**config.mk**
```make
export PLATFORM = sky130hd
export DESIGN_NAME = data_memory_arbiter
export DESIGN_NICKNAME = d
export VERILOG_FILES = /design/src/rtl/data_memory_arbiter.sv
export SDC_FILE = /design/constraint.sdc
export NUM_CORES = 1
export LEC_CHECK = 0
export ABC_AREA = 1
export BUFFER_PORTS_ARGS = -buffer_cell sky130_fd_sc_hd__buf_2
export CAP_MARGIN = 10
export CORE_MARGIN = 8
export CORE_UTILIZATION = 50
export CTS_CLUSTER_SIZE = 24
export DETAILED_ROUTE_END_ITERATION = 8
export GPL_TIMING_DRIVEN = 0
export PLACE_DENSITY_LB_ADDON = 0.12
export SYNTH_ARGS = -nofsm -noshare
export SYNTH_HDL_FRONTEND = slang
export SYNTH_SLANG_ARGS = --single-unit
export TNS_END_PERCENT = 30
```
**constraint.sdc**
```tcl
create_clock -name clk -period 2.53 [get_ports clk]
set_clock_uncertainty 0.05 [all_clocks]
set_input_delay 0.1265 -clock clk [delete_from_list [all_inputs] [get_ports clk]]
set_output_delay 0.1265 -clock clk [all_outputs]
set_load 0.02 [all_outputs]
```
**src/rtl/data_memory_arbiter.sv**
```systemverilog
// Round-robin arbiter/sequencer sharing one 32x8 data memory port between a CPU
// requester (A) and a loader/debug requester (B); three cycles per access.
module data_memory_arbiter #(
  parameter int MEM_DEPTH  = 32,
  parameter int ADDR_WIDTH = 8,
  parameter int DATA_WIDTH = 8
) (
  input  logic                  clk,
  input  logic                  reset,

  input  logic                  a_req,
  input  logic                  a_we,
  input  logic [ADDR_WIDTH-1:0] a_addr,
  input  logic [DATA_WIDTH-1:0] a_wdata,
  output logic                  a_ack,
  output logic                  a_err,
  output logic [DATA_WIDTH-1:0] a_rdata,

  input  logic                  b_req,
  input  logic                  b_we,
  input  logic [ADDR_WIDTH-1:0] b_addr,
  input  logic [DATA_WIDTH-1:0] b_wdata,
  output logic                  b_ack,
  output logic                  b_err,
  output logic [DATA_WIDTH-1:0] b_rdata,

  output logic                  mem_write,
  output logic                  mem_read,
  output logic [ADDR_WIDTH-1:0] mem_address,
  output logic [DATA_WIDTH-1:0] mem_datawrite,
  input  logic [DATA_WIDTH-1:0] mem_read_data,

  output logic                  busy
);

  typedef enum logic [1:0] {
    S_IDLE  = 2'd0,
    S_ISSUE = 2'd1,
    S_DONE  = 2'd2
  } state_e;

  localparam logic GRANT_A = 1'b0;
  localparam logic GRANT_B = 1'b1;

  state_e                state_q, state_d;
  logic                  last_grant_q, last_grant_d;
  logic                  sel_q, sel_d;
  logic                  we_q, we_d;
  logic [ADDR_WIDTH-1:0] addr_q, addr_d;
  logic [DATA_WIDTH-1:0] wdata_q, wdata_d;
  logic [DATA_WIDTH-1:0] a_rdata_q, a_rdata_d;
  logic [DATA_WIDTH-1:0] b_rdata_q, b_rdata_d;
  logic                  grant_b;
  logic                  oob;

  assign oob = (int'(addr_q) >= MEM_DEPTH);

  always_ff @(posedge clk) begin
    if (reset) begin
      state_q      <= S_IDLE;
      last_grant_q <= GRANT_B;
      a_rdata_q    <= '0;
      b_rdata_q    <= '0;
    end else begin
      state_q      <= state_d;
      last_grant_q <= last_grant_d;
      a_rdata_q    <= a_rdata_d;
      b_rdata_q    <= b_rdata_d;
    end
  end

  // NOTE: the latched access carries no reset; it is only consumed in ISSUE/DONE,
  // which are reachable solely through the IDLE edge that reloads it.
  always_ff @(posedge clk) begin
    sel_q   <= sel_d;
    we_q    <= we_d;
    addr_q  <= addr_d;
    wdata_q <= wdata_d;
  end

  // NOTE: every output and next-state value gets a default first, so no path
  // through the case statement can infer a latch.
  always_comb begin
    state_d       = state_q;
    last_grant_d  = last_grant_q;
    sel_d         = sel_q;
    we_d          = we_q;
    addr_d        = addr_q;
    wdata_d       = wdata_q;
    a_rdata_d     = a_rdata_q;
    b_rdata_d     = b_rdata_q;
    grant_b       = 1'b0;
    mem_write     = 1'b0;
    mem_read      = 1'b0;
    mem_address   = '0;
    mem_datawrite = '0;
    a_ack         = 1'b0;
    b_ack         = 1'b0;
    a_err         = 1'b0;
    b_err         = 1'b0;

    unique case (state_q)
      S_IDLE: begin
        if (a_req || b_req) begin
          // B wins when alone, or on a tie when A was served last.
          grant_b      = b_req && (!a_req || (last_grant_q == GRANT_A));
          sel_d        = grant_b;
          last_grant_d = grant_b;
          we_d         = grant_b ? b_we    : a_we;
          addr_d       = grant_b ? b_addr  : a_addr;
          wdata_d      = grant_b ? b_wdata : a_wdata;
          state_d      = S_ISSUE;
        end
      end

      S_ISSUE: begin
        mem_address   = addr_q;
        mem_datawrite = we_q ? wdata_q : '0;
        mem_write     = we_q && !oob;
        mem_read      = !we_q && !oob;
        if (!we_q) begin
          if (sel_q == GRANT_B) b_rdata_d = oob ? '0 : mem_read_data;
          else                  a_rdata_d = oob ? '0 : mem_read_data;
        end
        state_d = S_DONE;
      end

      S_DONE: begin
        // A reset landing in DONE suppresses the completion pulse.
        a_ack   = (sel_q == GRANT_A) && !reset;
        b_ack   = (sel_q == GRANT_B) && !reset;
        a_err   = a_ack && oob;
        b_err   = b_ack && oob;
        state_d = S_IDLE;
      end

      default: state_d = S_IDLE;
    endcase
  end

  assign a_rdata = a_rdata_q;
  assign b_rdata = b_rdata_q;
  assign busy    = (state_q != S_IDLE);

endmodule

```
# Word level (Yosys, flattened, before mapping)
# Cells that the tools add are included.
# word_totals
out_inout_bits	39
latchBits	0
regBits	37
inputBits	46
rom_bits	0
n_memories	0
ram_bits	0
# op_classes
div_mod_pow	0
n_eq_ne	3
order_cmp	1
addsub	0
reduce_logical	18
n_bitwise	3
muxes	15
n_shift	0
multipliers	0
# ops
op	count
8-bit 2-to-1 mux	6
8-bit by 6-bit >= comparator with 1-bit output (second input constant)	1
1-bit logical AND	7
1-bit 2-to-1 mux	7
3-bit AND reduction	2
1-bit zero test	4
2-bit one-hot mux with 2 select lines	1
1-bit NOT	3
2-bit by 1-bit == test with 1-bit output (second input constant)	1
2-bit == test (second input constant)	1
2-bit zero test	1
1-bit logical OR	2
2-bit 2-to-1 mux	1
2-bit inequality test (second input constant)	1
2-bit AND reduction	1
2-bit nonzero test	1

# Depth between registers and ports, before layout
# Gate-level depths: netlist of the first run.
# logic_depth
depth_word	4
mapped_depth	7
depth_no_buf	6

# Least setup slack after synthesis of the first run
# Ideal clock, no wire load.
# synth_timing
kind	register -> register
startpoint	reg state_q[1]
endpoint	reg addr_q[0] (enable)
setup_time_ps	373
synth_period_minus_slack_ps	1419
t_required_ps	2107
n_path_buf	0
arrival_time_ps	996
path_slack_ps	1111
stages_incl_launch_ff	4
path_cell_list	dfxtp_1 > nor2_1 > o21ai_0 > inv_1
# synth_between
elab_chain_cells	2
# synth_lines
element	line_no	text
start: declaration	45	state_e state_q, state_d;
start signal: assignment	65	state_q <= state_d;
2-bit zero test	102	unique case (state_q)
2-bit AND reduction (no source line)	n/a	
end signal: assignment	77	addr_q <= addr_d;
end: declaration	49	logic [ADDR_WIDTH-1:0] addr_q, addr_d;
# Every way passes these cells.
# A chain may end at the register's enable or synchronous reset.

# Worst setup path in the final report of the first run
# layout_timing
startpoint	reg addr_q[6]
endpoint	out mem_write
# layout_between
elab_chain_cells	4
# layout_lines
element	line_no	text
8-bit by 6-bit >= comparator with 1-bit output	56	assign oob = (int'(addr_q) >= MEM_DEPTH);
1-bit zero test	119	mem_write = we_q && !oob;
1-bit logical AND	119	
1-bit 2-to-1 mux	102	
end: declaration	27	output logic mem_write,
# Every way passes these cells.

==> results of run 1 <==
==> final timing paths <==
kind	start	end	slack [ns]	depth (start not counted)
worst max-delay path	addr_q[6]$_DFFE_PP_	mem_write	0.69	4
worst min-delay path	a_addr[0]	addr_q[0]$_DFFE_PP_	0.009	3
worst max register to register	last_grant_q$_SDFFE_PP1P_	wdata_q[6]$_DFFE_PP_	0.71	7
worst min register to register	a_rdata[0]$_SDFFE_PP0P_	a_rdata[0]$_SDFFE_PP0P_	0.44	2
==> stage by stage <==
| stage | instances | instance area (um2) | setup WS (ns) |
|---|---|---|---|
| floorplan | 259 | 1817 | 1.111 |
| global placement | 391 | 2297 | 0.8675 |
| detailed placement | 391 | 2297 | 0.8438 |
| CTS | 420 | 2582 | 0.6695 |
| global route | 421 | 2592 | 0.5041 |
| finish | 421 | 2592 | 0.6880 |
==> layout by cell type (no fill, tap or decap), drive strengths merged <==
cell type    synthesis  routed
nand3                9       9
inv                 35      35
clkinv               2       3
nor2                49      49
dfxtp               19      19
dlygate4sd3          0      22
nor3                 4       4
o21ai                1       1
clkbuf               0       6
nand2              114     114
edfxtp              18      18
bufinv               0       1
buf                  8      92
==> worst max-delay path: cells and delay by family (launching register included) <==
| family | cells | cell delay, ns |
|---|---|---|
| DFF | 1 | 0.41 |
| and+or+nand+nor | 3 | 0.71 |
| buffers and inverters | 1 | 0.21 |
==> final cells by class <==
class                   instances  share of cell area [%]
plain buffers                   8                   2.413
multi-input cells             177                   26.79
well taps                      48                   2.317
repair buffers                106                   24.71
clock inverters                 2                   1.303
inverters                      37                   5.357
flip-flops and latches         37                   35.52
clock buffers                   6                   1.593
==> report_power, final <==
group	switching [mW]	leakage (nW)	total [mW]	internal (mW)
Clock	0.192	0.0399	0.398	0.206
Combinational	0.202	1.11	0.336	0.134
Sequential	0.0210	0.333	0.714	0.693
==> synthesized netlist by cell type <==
| master | number |
|---|---|
| nor2_1 | 46 |
| inv_2 | 1 |
| nand2_2 | 2 |
| buf_6 | 2 |
| nand3_1 | 9 |
| nor3_1 | 4 |
| buf_4 | 4 |
| inv_1 | 34 |
| dfxtp_1 | 19 |
| clkinv_1 | 2 |
| o21ai_0 | 1 |
| nand2_1 | 112 |
| edfxtp_1 | 18 |
| buf_2 | 2 |
| nor2_2 | 3 |
==> state kept, by name, indices dropped and copies added, names as in the netlist <==
name and cells:
a_rdata 8, b_rdata 8, sel_q 1, wdata_q 8, addr_q 8, last_grant_q 1, state_q 2, we_q 1
==> kinds of logic (layout without fill, tap and decap cells) <==
family / count (synthesis) / after routing / synth area share, %
AOI/OAI and AO/OA: 1 / 1 / 0.2752
buffers and inverters: 45 / 159 / 11.09
DFF: 37 / 37 / 50.69
and+or+nand+nor: 176 / 176 / 37.95
==> layer usage <==
metal	global-route usage, %	wire, um
met1	18.75	2002
met2	30.25	2544
met4	4.808	80
met5	0	0
met3	7.783	413
==> what timing repair did <==
item,in CTS,in global routing
hold buffers,21,1
endpoints found under the hold margin,16,1
resized for setup,0,0
setup buffers,0,0
==> results.md, run 1 <==
* Crit end category: output pin
* Maximum clock frequency at 0.5429 GHz
* Clk_lat worst skew at 0.34 ns
* Slew Viols, Final at 0
* Initial core utilization at 50.77%
* Syn_nets at 305
* Reg area at 920.9 um2
* Yosys top cell by area: edfxtp_1
* Final Hold Slack at 0.008974 ns
* Crit Path Category: reg2out
* Seq/Total Area, Yosys at 50.69%
* RSZ-0062 raised after global routing: false
* DR DRC count at 0
* Multi-input gate area at 694.4 um2
* Antenna-violating nets left at 0
* Pwr dens at 558.4 nW/um2
* Core Region at 3578 um2
* Final hold vios at 0
* Yosys warnings at 0
* Drt initial violations at 137
* Yosys cell types at 15
* Die H at 76.28 um
* Share of layout cells above drive strength 1 at 27.88%
* Via count at 1915
* Root Driver: clkbuf_4
* CP max-delay cell: edfxtp_1
* RePlAce Congestion at 0.7652
* Nets@finish at 418
* Layout fillers at 342
* GRT Total Usage at 17.47%
* Drt first pass iters at 5
* Largest net degree at the start of global routing at 19
* Yosys reg bits at 37
* Max-slew headroom at the worst pin at 53.54%
* Vias in the first global route at 1964
* Final Cycle Share at 72.81%
* Worst Tran Pin Value at 0.6961 ns
* Clk sinks at 37
* HP Class: in2reg
* Post-Route WL at 5.041 mm
* Htree depth at 2
* PortBufs at 84
* I/O Pins at 85
* Area delta synth->final at 42.70%
* Max clock buf depth at 2
* Die area at 5819 um2
* Initial antenna violation count at 0
* Syn Inst Count at 259
* Max-cap violations at 0
* Top cell type's share of synthesized area at 29.75%
* Std-Cell Rows at 22
* Grt ovf at 0
* Final setup viols at 0
* Synthesized area at 1817 um2
* VDD IR max at 364.0 uV
* Largest stage delay, worst path at 0.41 ns
* Worst-path cell chain: nor2_2 > nand2_1 > nor3_1 > buf_2
* Worst path arrival time at 1.67 ns
* Synth area leaders: edfxtp_1 (30%), nand2_1 (23%), dfxtp_1 (21%), nor2_1 (9.5%), inv_1 (7.0%)
* Worst-path clk slew at 0.11 ns
* N_diodes at 0
* Startpoint Class: flop
* Leak at 1.488 nW
* CTS tree: yes
* Via-to-Cell Ratio at 4.549
* Req. time, crit path at 2.35 ns
* Post-layout util at 72.45%
* Average wire per standard cell at 11.97 um
* Post-Syn Area per Cell at 7.014 um2
* CTS buffer count at 5
* Largest fanout on the critical path at 9
* Die width at 76.28 um
* Status: complete, no violations
* Final HPWL DP at 3.521 mm
* Tmin final at 1.842 ns
* Design Power at 1.448 mW
* First-pass GRT wire length at 8.480 mm
* TNS Setup at 0 ns
Power figures use the tool's default switching activity.
==> inputs of run 2 (changes only) <==
Settings changed: ABC_AREA 1 to 0, CORE_UTILIZATION 50 to 45.
Clock period 2.53 ns to 1.8 ns, I/O delays scaled along.
==> results.md, run 2 <==
* Yosys top cell by area: edfxtp_1
* Clk sinks at 37 (unchanged)
* Syn_nets at 197 (-35%)
* Compound-Gate Fraction of Synth Area at 7.315% (+7.0 points)
* Drt initial violations at 41 (-70%)
* Initial core utilization at 46.01% (-4.8 points)
* RePlAce Congestion at 0.7550 (-1.3%)
* Drt first pass iters at 4 (-1)
* Top-count cell post-synth: dfxtp_1
* Final setup viols at 0 (unchanged)
* Root Driver: clkbuf_8
* Top FF cell, synth: dfxtp_1
* Yosys warnings at 0 (unchanged)
* VDD IR max at 515.1 uV (+42%)
* Worst-path clk slew at 0.07 ns (-0.04 ns)
* Initial antenna violation count at 0 (unchanged)
* Final hold vios at 0 (unchanged)
* Post-Synth XOR/XNOR Area at 0% (unchanged)
* Antenna-violating nets left at 0 (unchanged)
* Commonest cells in the netlist: dfxtp_1 (19), edfxtp_1 (18), a21oi_1 (17), nand2_1 (17), nand3_1 (16)
* Max-cap violations at 0 (unchanged)
* Std-Cell Rows at 22 (unchanged)
* Grt ovf at 0 (unchanged)
* Asr flop ratio synth at 0% (unchanged)
* HP Class: in2reg
* Core Region at 3606 um2 (+0.77%)
* Average wire per standard cell at 14.19 um (+18%)
* Crit end category: output pin
* Top cell family by delay on the critical path: buffers and inverters
* Cells after DPL at 283 (-28%)
* Via count at 1406 (-27%)
* PortBufs at 84 (unchanged)
* Hold path endpoint: a_rdata[2]$_SDFFE_PP0P_
* Simple-gate share of the synthesized area at 22.55% (-15 points)
* Worst Tran Pin Value at 0.4538 ns (-0.2423 ns)
* Synth Area in Adders at 0% (unchanged)
* Die H at 76.72 um (+0.58%)
* Synth area leaders: edfxtp_1 (33%), dfxtp_1 (23%), mux2_2 (6.8%), a21oi_1 (5.1%), nand3_1 (4.8%)
* Crit Path Category: reg2out
* Seq/Total Area, Yosys at 55.51% (+4.8 points)
* Req. time, crit path at 1.66 ns (-0.69 ns)
* Post-layout util at 62.73% (-9.7 points)
* Vias in the first global route at 1438 (-27%)
* Non-filler cells, final at 290 (-31%)
* Yosys cell types at 26 (+11)
* Crit path buf inv count at 2 (+1)
* Maximum clock frequency at 0.5878 GHz
* Final Cycle Share at 94.52%
* Min-delay src: mem_read_data[2]
* Nets@finish at 287 (-31%)
* Top cell type's share of synthesized area at 32.58% (+2.8 points)
* Startpoint Class: flop
* Area delta synth->final at 36.35%
* I/O Pins at 85 (unchanged)
* Commonest non-fill, non-tap cell in the layout: buf_2
* Reg-to-reg endpoint: addr_q[5]$_DFFE_PP_
* Post-CTS Setup Bufs at 0 (unchanged)
* Hold_buf cts at 0 (-100%)
* Pwr dens at 881.9 nW/um2 (+58%)
* Multiplexer share of the synthesized area at 11.54% (+12 points)
* Largest family of logic cells by synthesized area: simple AND/OR/NAND/NOR gates
* Post-Route WL at 4.114 mm (-18%)
* Max clock buf depth at 2 (unchanged)
* Syn Inst Count at 151 (-42%)
* Die area at 5886 um2 (+1.2%)
* Layout fillers at 328 (-4.1%)
* Synthesized area at 1659 um2 (-8.7%)
* Status: complete, no violations
* N_diodes at 0 (unchanged)
* Worst path arrival time at 1.56 ns (-0.11 ns)
* Share of layout cells above drive strength 1 at 45.87% (+18 points)
* DR DRC count at 0 (unchanged)
* CTS tree: yes
* Crit path top cell by count: nor3_1
* CP max-delay cell: edfxtp_1
* Commonest cells after routing, fill and taps aside: buf_2 (87), dfxtp_1 (19), edfxtp_1 (18)
* GRT Total Usage at 13.97% (-3.5 points)
* Clk_lat worst skew at 0.29 ns (-0.05 ns)
* First-pass GRT wire length at 6.713 mm (-21%)
* Reg2reg setup slack at 0.26 ns (-0.45 ns)
* Die width at 76.72 um (+0.58%)
* Post-synth EDFFs at 18 (unchanged)
* Worst R2R Path Depth at 3 (-4)
* Slew Viols, Final at 0 (unchanged)
* Post-Syn Area per Cell at 10.99 um2 (+57%)
* Worst-path cell chain: nor3_1 > clkbuf_1 > nor3_1 > buf_2
* FF-to-FF Start: last_grant_q$_SDFFE_PP1P_
* Worst Hold Depth at 3 (unchanged)
* Largest fanout on the critical path at 10 (+1)
* Largest stage delay, worst path at 0.38 ns (-0.03 ns)
* Via-to-Cell Ratio at 4.848 (+6.6%)
* CTS buffer count at 5 (unchanged)
* Largest net degree at the start of global routing at 20 (+1)
* Htree depth at 2 (unchanged)
* Leak at 1.057 nW (-29%)
* Max-slew headroom at the worst pin at 69.75% (+16 points)
* Tmin final at 1.701 ns
* Yosys reg bits at 37 (unchanged)
* Final HPWL DP at 3.237 mm (-8.1%)
* RSZ-0062 raised after global routing: true
run 2: cell count changes in the layout (fill, tap and decap cells not counted), sizes merged, moves of 7 or more:
cell         delta
inv            -33
nand2          -97
and2            +8
nand3           +7
nor2           -46
dlygate4sd3    -22
and3           +10
mux2           +17
a21oi          +17
run 2: cell type report:
type                    count  area [um2]  area share [%]
flip-flops and latches     37       920.9           40.71
repair buffers             84       420.4           18.58
plain buffers               9       41.29           1.825
well taps                  48       60.06           2.655
clock buffers               7       118.9           5.254
multi-input cells         102       688.2           30.42
inverters                   2       7.507          0.3319
clock inverters             1       5.005          0.2212
run 2: worst max-delay path by stage:
stage                                  from              endpoint  slack (ns)  cells after the start
floorplan           state_q[1]$_SDFFE_PP0P_   addr_q[0]$_DFFE_PP_        0.29                      2
global placement    state_q[1]$_SDFFE_PP0P_  wdata_q[5]$_DFFE_PP_        0.04                      2
detailed placement  state_q[1]$_SDFFE_PP0P_  wdata_q[5]$_DFFE_PP_        0.03                      2
CTS                 state_q[1]$_SDFFE_PP0P_   addr_q[7]$_DFFE_PP_       0.003                      2
global route            addr_q[6]$_DFFE_PP_                 a_err       -0.06                      4
finish                  addr_q[6]$_DFFE_PP_                 a_err         0.1                      4
run 2: layer usage:
layer  vias to the layer above  track usage, %  routed length [um]
met3                         5           7.576                 390
met5                         -               0                   0
met4                         0           4.615                  54
li1                        716               -                   -
met2                        51           23.11                1983
met1                       634           14.78                1684
run 2: kinds of logic after synthesis:
family,Yosys count
simple gates,65
flops,37
compound gates,20
mux,17
buf+inv,12
run 2: per-stage QoR:
stage               area, um2  TNS (ns)  worst slack, ns  power, mW  hold WS, ns
CTS                      2261         0         0.003278      2.019     0.001431
global route             2262  -0.06936         -0.05936      2.083     0.009429
global placement         2140         0          0.04481      1.280       0.3119
finish                   2262         0          0.09871      1.995      0.01089
floorplan                1659         0           0.2949      1.166       0.1875
detailed placement       2140         0          0.03074      1.286       0.3152
run 2: worst register-to-register path: stages (launching register included):
cell      delay (ns)
dfxtp_1         0.34
a21boi_4        0.31
buf_4           0.26
mux2_2          0.35
run 2: repair_timing:
item / CTS / global route
endpoints found under the setup margin: 2 / 21
gates resized for setup: 1 / 2
endpoints found under the hold margin: 0 / 0
run 2: where the power goes:
| group | switching [mW] | internal (mW) |
|---|---|---|
| logic | 0.158 | 0.126 |
| registers | 0.0273 | 0.951 |
| clock network | 0.294 | 0.439 |
==> inputs of run 3 (changes only) <==
Settings changed: SETUP_SLACK_MARGIN from default to 0.2.
==> results.md, run 3 (same netlist as run 2, synthesis figures left out) <==
* Crit Path Category: reg2out
* Post-Route WL at 4.163 mm (+1.2%)
* Core Region at 3606 um2 (unchanged)
* Max clock buf depth at 2 (unchanged)
* Clk sinks at 37 (unchanged)
* I/O Pins at 85 (unchanged)
* Commonest cells after routing, fill and taps aside: buf_2 (84), edfxtp_1 (18), nand2_1 (17), a21oi_1 (17), dfxtp_1 (17)
* Via-to-Cell Ratio at 4.901 (+1.1%)
* Crit end category: output pin
* Slew Viols, Final at 0 (unchanged)
* Tmin final at 1.545 ns (-0.1564 ns)
* Met2 wire len at 2.030 mm (+2.4%)
* Drt first pass iters at 4 (unchanged)
* Req. time, crit path at 1.66 ns (about the same)
* Largest fanout on the critical path at 10 (unchanged)
* WL met3 at 408 um (+4.6%)
* Worst Slack Setup Final at 0.2551 ns (+0.1564 ns)
* Initial antenna violation count at 0 (unchanged)
* Htree depth at 2 (unchanged)
* VDD IR max at 521.7 uV (+1.3%)
* Largest net degree at the start of global routing at 20 (unchanged)
* Die H at 76.72 um (unchanged)
* Final HPWL DP at 3.237 mm (unchanged)
* Maximum clock frequency at 0.6473 GHz (+10%)
* Die width at 76.72 um (unchanged)
* Final setup viols at 0 (unchanged)
* Root Driver: clkbuf_8
* DR DRC count at 0 (unchanged)
* Leak at 1.088 nW (+2.9%)
* Switching power at 488.9 uW (+1.9%)
* Final Cycle Share at 85.83% (-8.7 points)
* Final Hold Slack at 0.007880 ns (-0.003007 ns)
* Antenna-violating nets left at 0 (unchanged)
* Via count at 1436 (+2.1%)
* Nets@finish at 290 (+1.0%)
* Design Power at 2.025 mW (+1.5%)
* Max-cap violations at 0 (unchanged)
* PortBufs at 84 (unchanged)
* Worst path arrival time at 1.40 ns (-0.16 ns)
* Clk_lat worst skew at 0.28 ns (about the same)
* Worst Tran Pin Value at 0.4510 ns (-0.002851 ns)
* DP Area at 2140 um2 (unchanged)
* Power share of the sequential group at 48.6% (-0.4 points)
* RePlAce Congestion at 0.7550 (unchanged)
* Max-slew headroom at the worst pin at 69.81% (about the same)
* Startpoint Class: flop
* CTS buffer count at 5 (unchanged)
* Post-layout util at 64.95% (+2.2 points)
* Status: complete, no violations
* Pint at 1.536 mW (+1.4%)
* HP Class: in2reg
* TNS Setup at 0 ns (unchanged)
* Cells after DPL at 283 (unchanged)
* Final hold vios at 0 (unchanged)
* Pwr dens at 864.6 nW/um2 (-2.0%)
* Average wire per standard cell at 14.21 um (+0.15%)
* Hold_buf cts at 0 (unchanged)
* CTS tree: yes
* Pre-CTS setup slack at 0.03074 ns (unchanged)
* Std-Cell Rows at 22 (unchanged)
* Design area at 2342 um2 (+3.5%)
* Share of layout cells above drive strength 1 at 48.98% (+3.1 points)
* RSZ-0062 raised after global routing: true
* Initial core utilization at 46.01% (unchanged)
* Area delta synth->final at 41.18%
* Grt ovf at 0 (unchanged)
* N_diodes at 0 (unchanged)
* Vias in the first global route at 1453 (+1.0%)
* Worst-path clk slew at 0.08 ns (about the same)
* Routed length on met1 at 1.669 mm (-0.89%)
* First-pass GRT wire length at 6.796 mm (+1.2%)
* Comb power frac at 15.2% (+1.0 points)
* Die area at 5886 um2 (unchanged)
* Drt initial violations at 46 (+12%)
* Non-filler cells, final at 293 (+1.0%)
* Commonest non-fill, non-tap cell in the layout: buf_2
* GRT Total Usage at 14.10% (+0.12 points)
* Sw Share at 24.14% (+0.090 points)
* Clock power frac at 36.2% (-0.5 points)
* Top sig layer: met4
==> run 3: cell types whose count changed in the layout (fill, tap and decap cells not counted), sizes merged <==
cell    before  now
buf         88   90
clkbuf      12   13
==> run 3: area by class of cell <==
type | instances | area (um2)
sequential | 37 | 923.4
fill | 325 | 1264
tap | 48 | 60.06
multi-input combinational | 102 | 704.4
inverter | 2 | 7.507
buffer | 10 | 66.31
timing repair buffer | 86 | 456.7
clock buffer | 7 | 118.9
clock inverter | 1 | 5.005
==> run 3: final timing paths <==
kind	start	endpoint	slack [ns]	depth (start not counted)
setup reg to reg	last_grant_q$_SDFFE_PP1P_	addr_q[5]$_DFFE_PP_	0.26	3
hold / removal	mem_read_data[7]	a_rdata[7]$_SDFFE_PP0P_	0.008	3
hold reg to reg	a_rdata[2]$_SDFFE_PP0P_	a_rdata[2]$_SDFFE_PP0P_	0.40	2
setup / recovery	addr_q[5]$_DFFE_PP_	a_err	0.26	4
==> run 3: timing repair <==
action / in CTS / in global routing
gates resized for setup: 9 / 13
hold endpoints to repair: 0 / 0
gates cloned: 0 / 0
setup buffers: 0 / 2
pin swaps: 0 / 1
setup endpoints to repair: 31 / 28
==> run 3: per-layer routing <==
layer  up-vias  track usage (%)
met5         -                0
met4         0            4.615
met3         5            7.576
met2        51            23.28
met1       657            14.99
li1        723                -
==> run 3: critical path, stage by stage, from the launching register on <==
cell,delay (ns)
edfxtp_1,0.43
nor3_4,0.23
clkbuf_4,0.22
nor3_1,0.07
buf_2,0.17
==> run 3: power by group through the flow <==
stage / sequential (mW) / clock (mW) / combinational (mW)
after floorplan: 0.993 / 0 / 0.173
after global placement: 0.996 / 0 / 0.284
after detailed placement: 0.999 / 0 / 0.288
after CTS: 0.981 / 0.751 / 0.296
after global routing: 0.990 / 0.787 / 0.337
final: 0.983 / 0.733 / 0.308
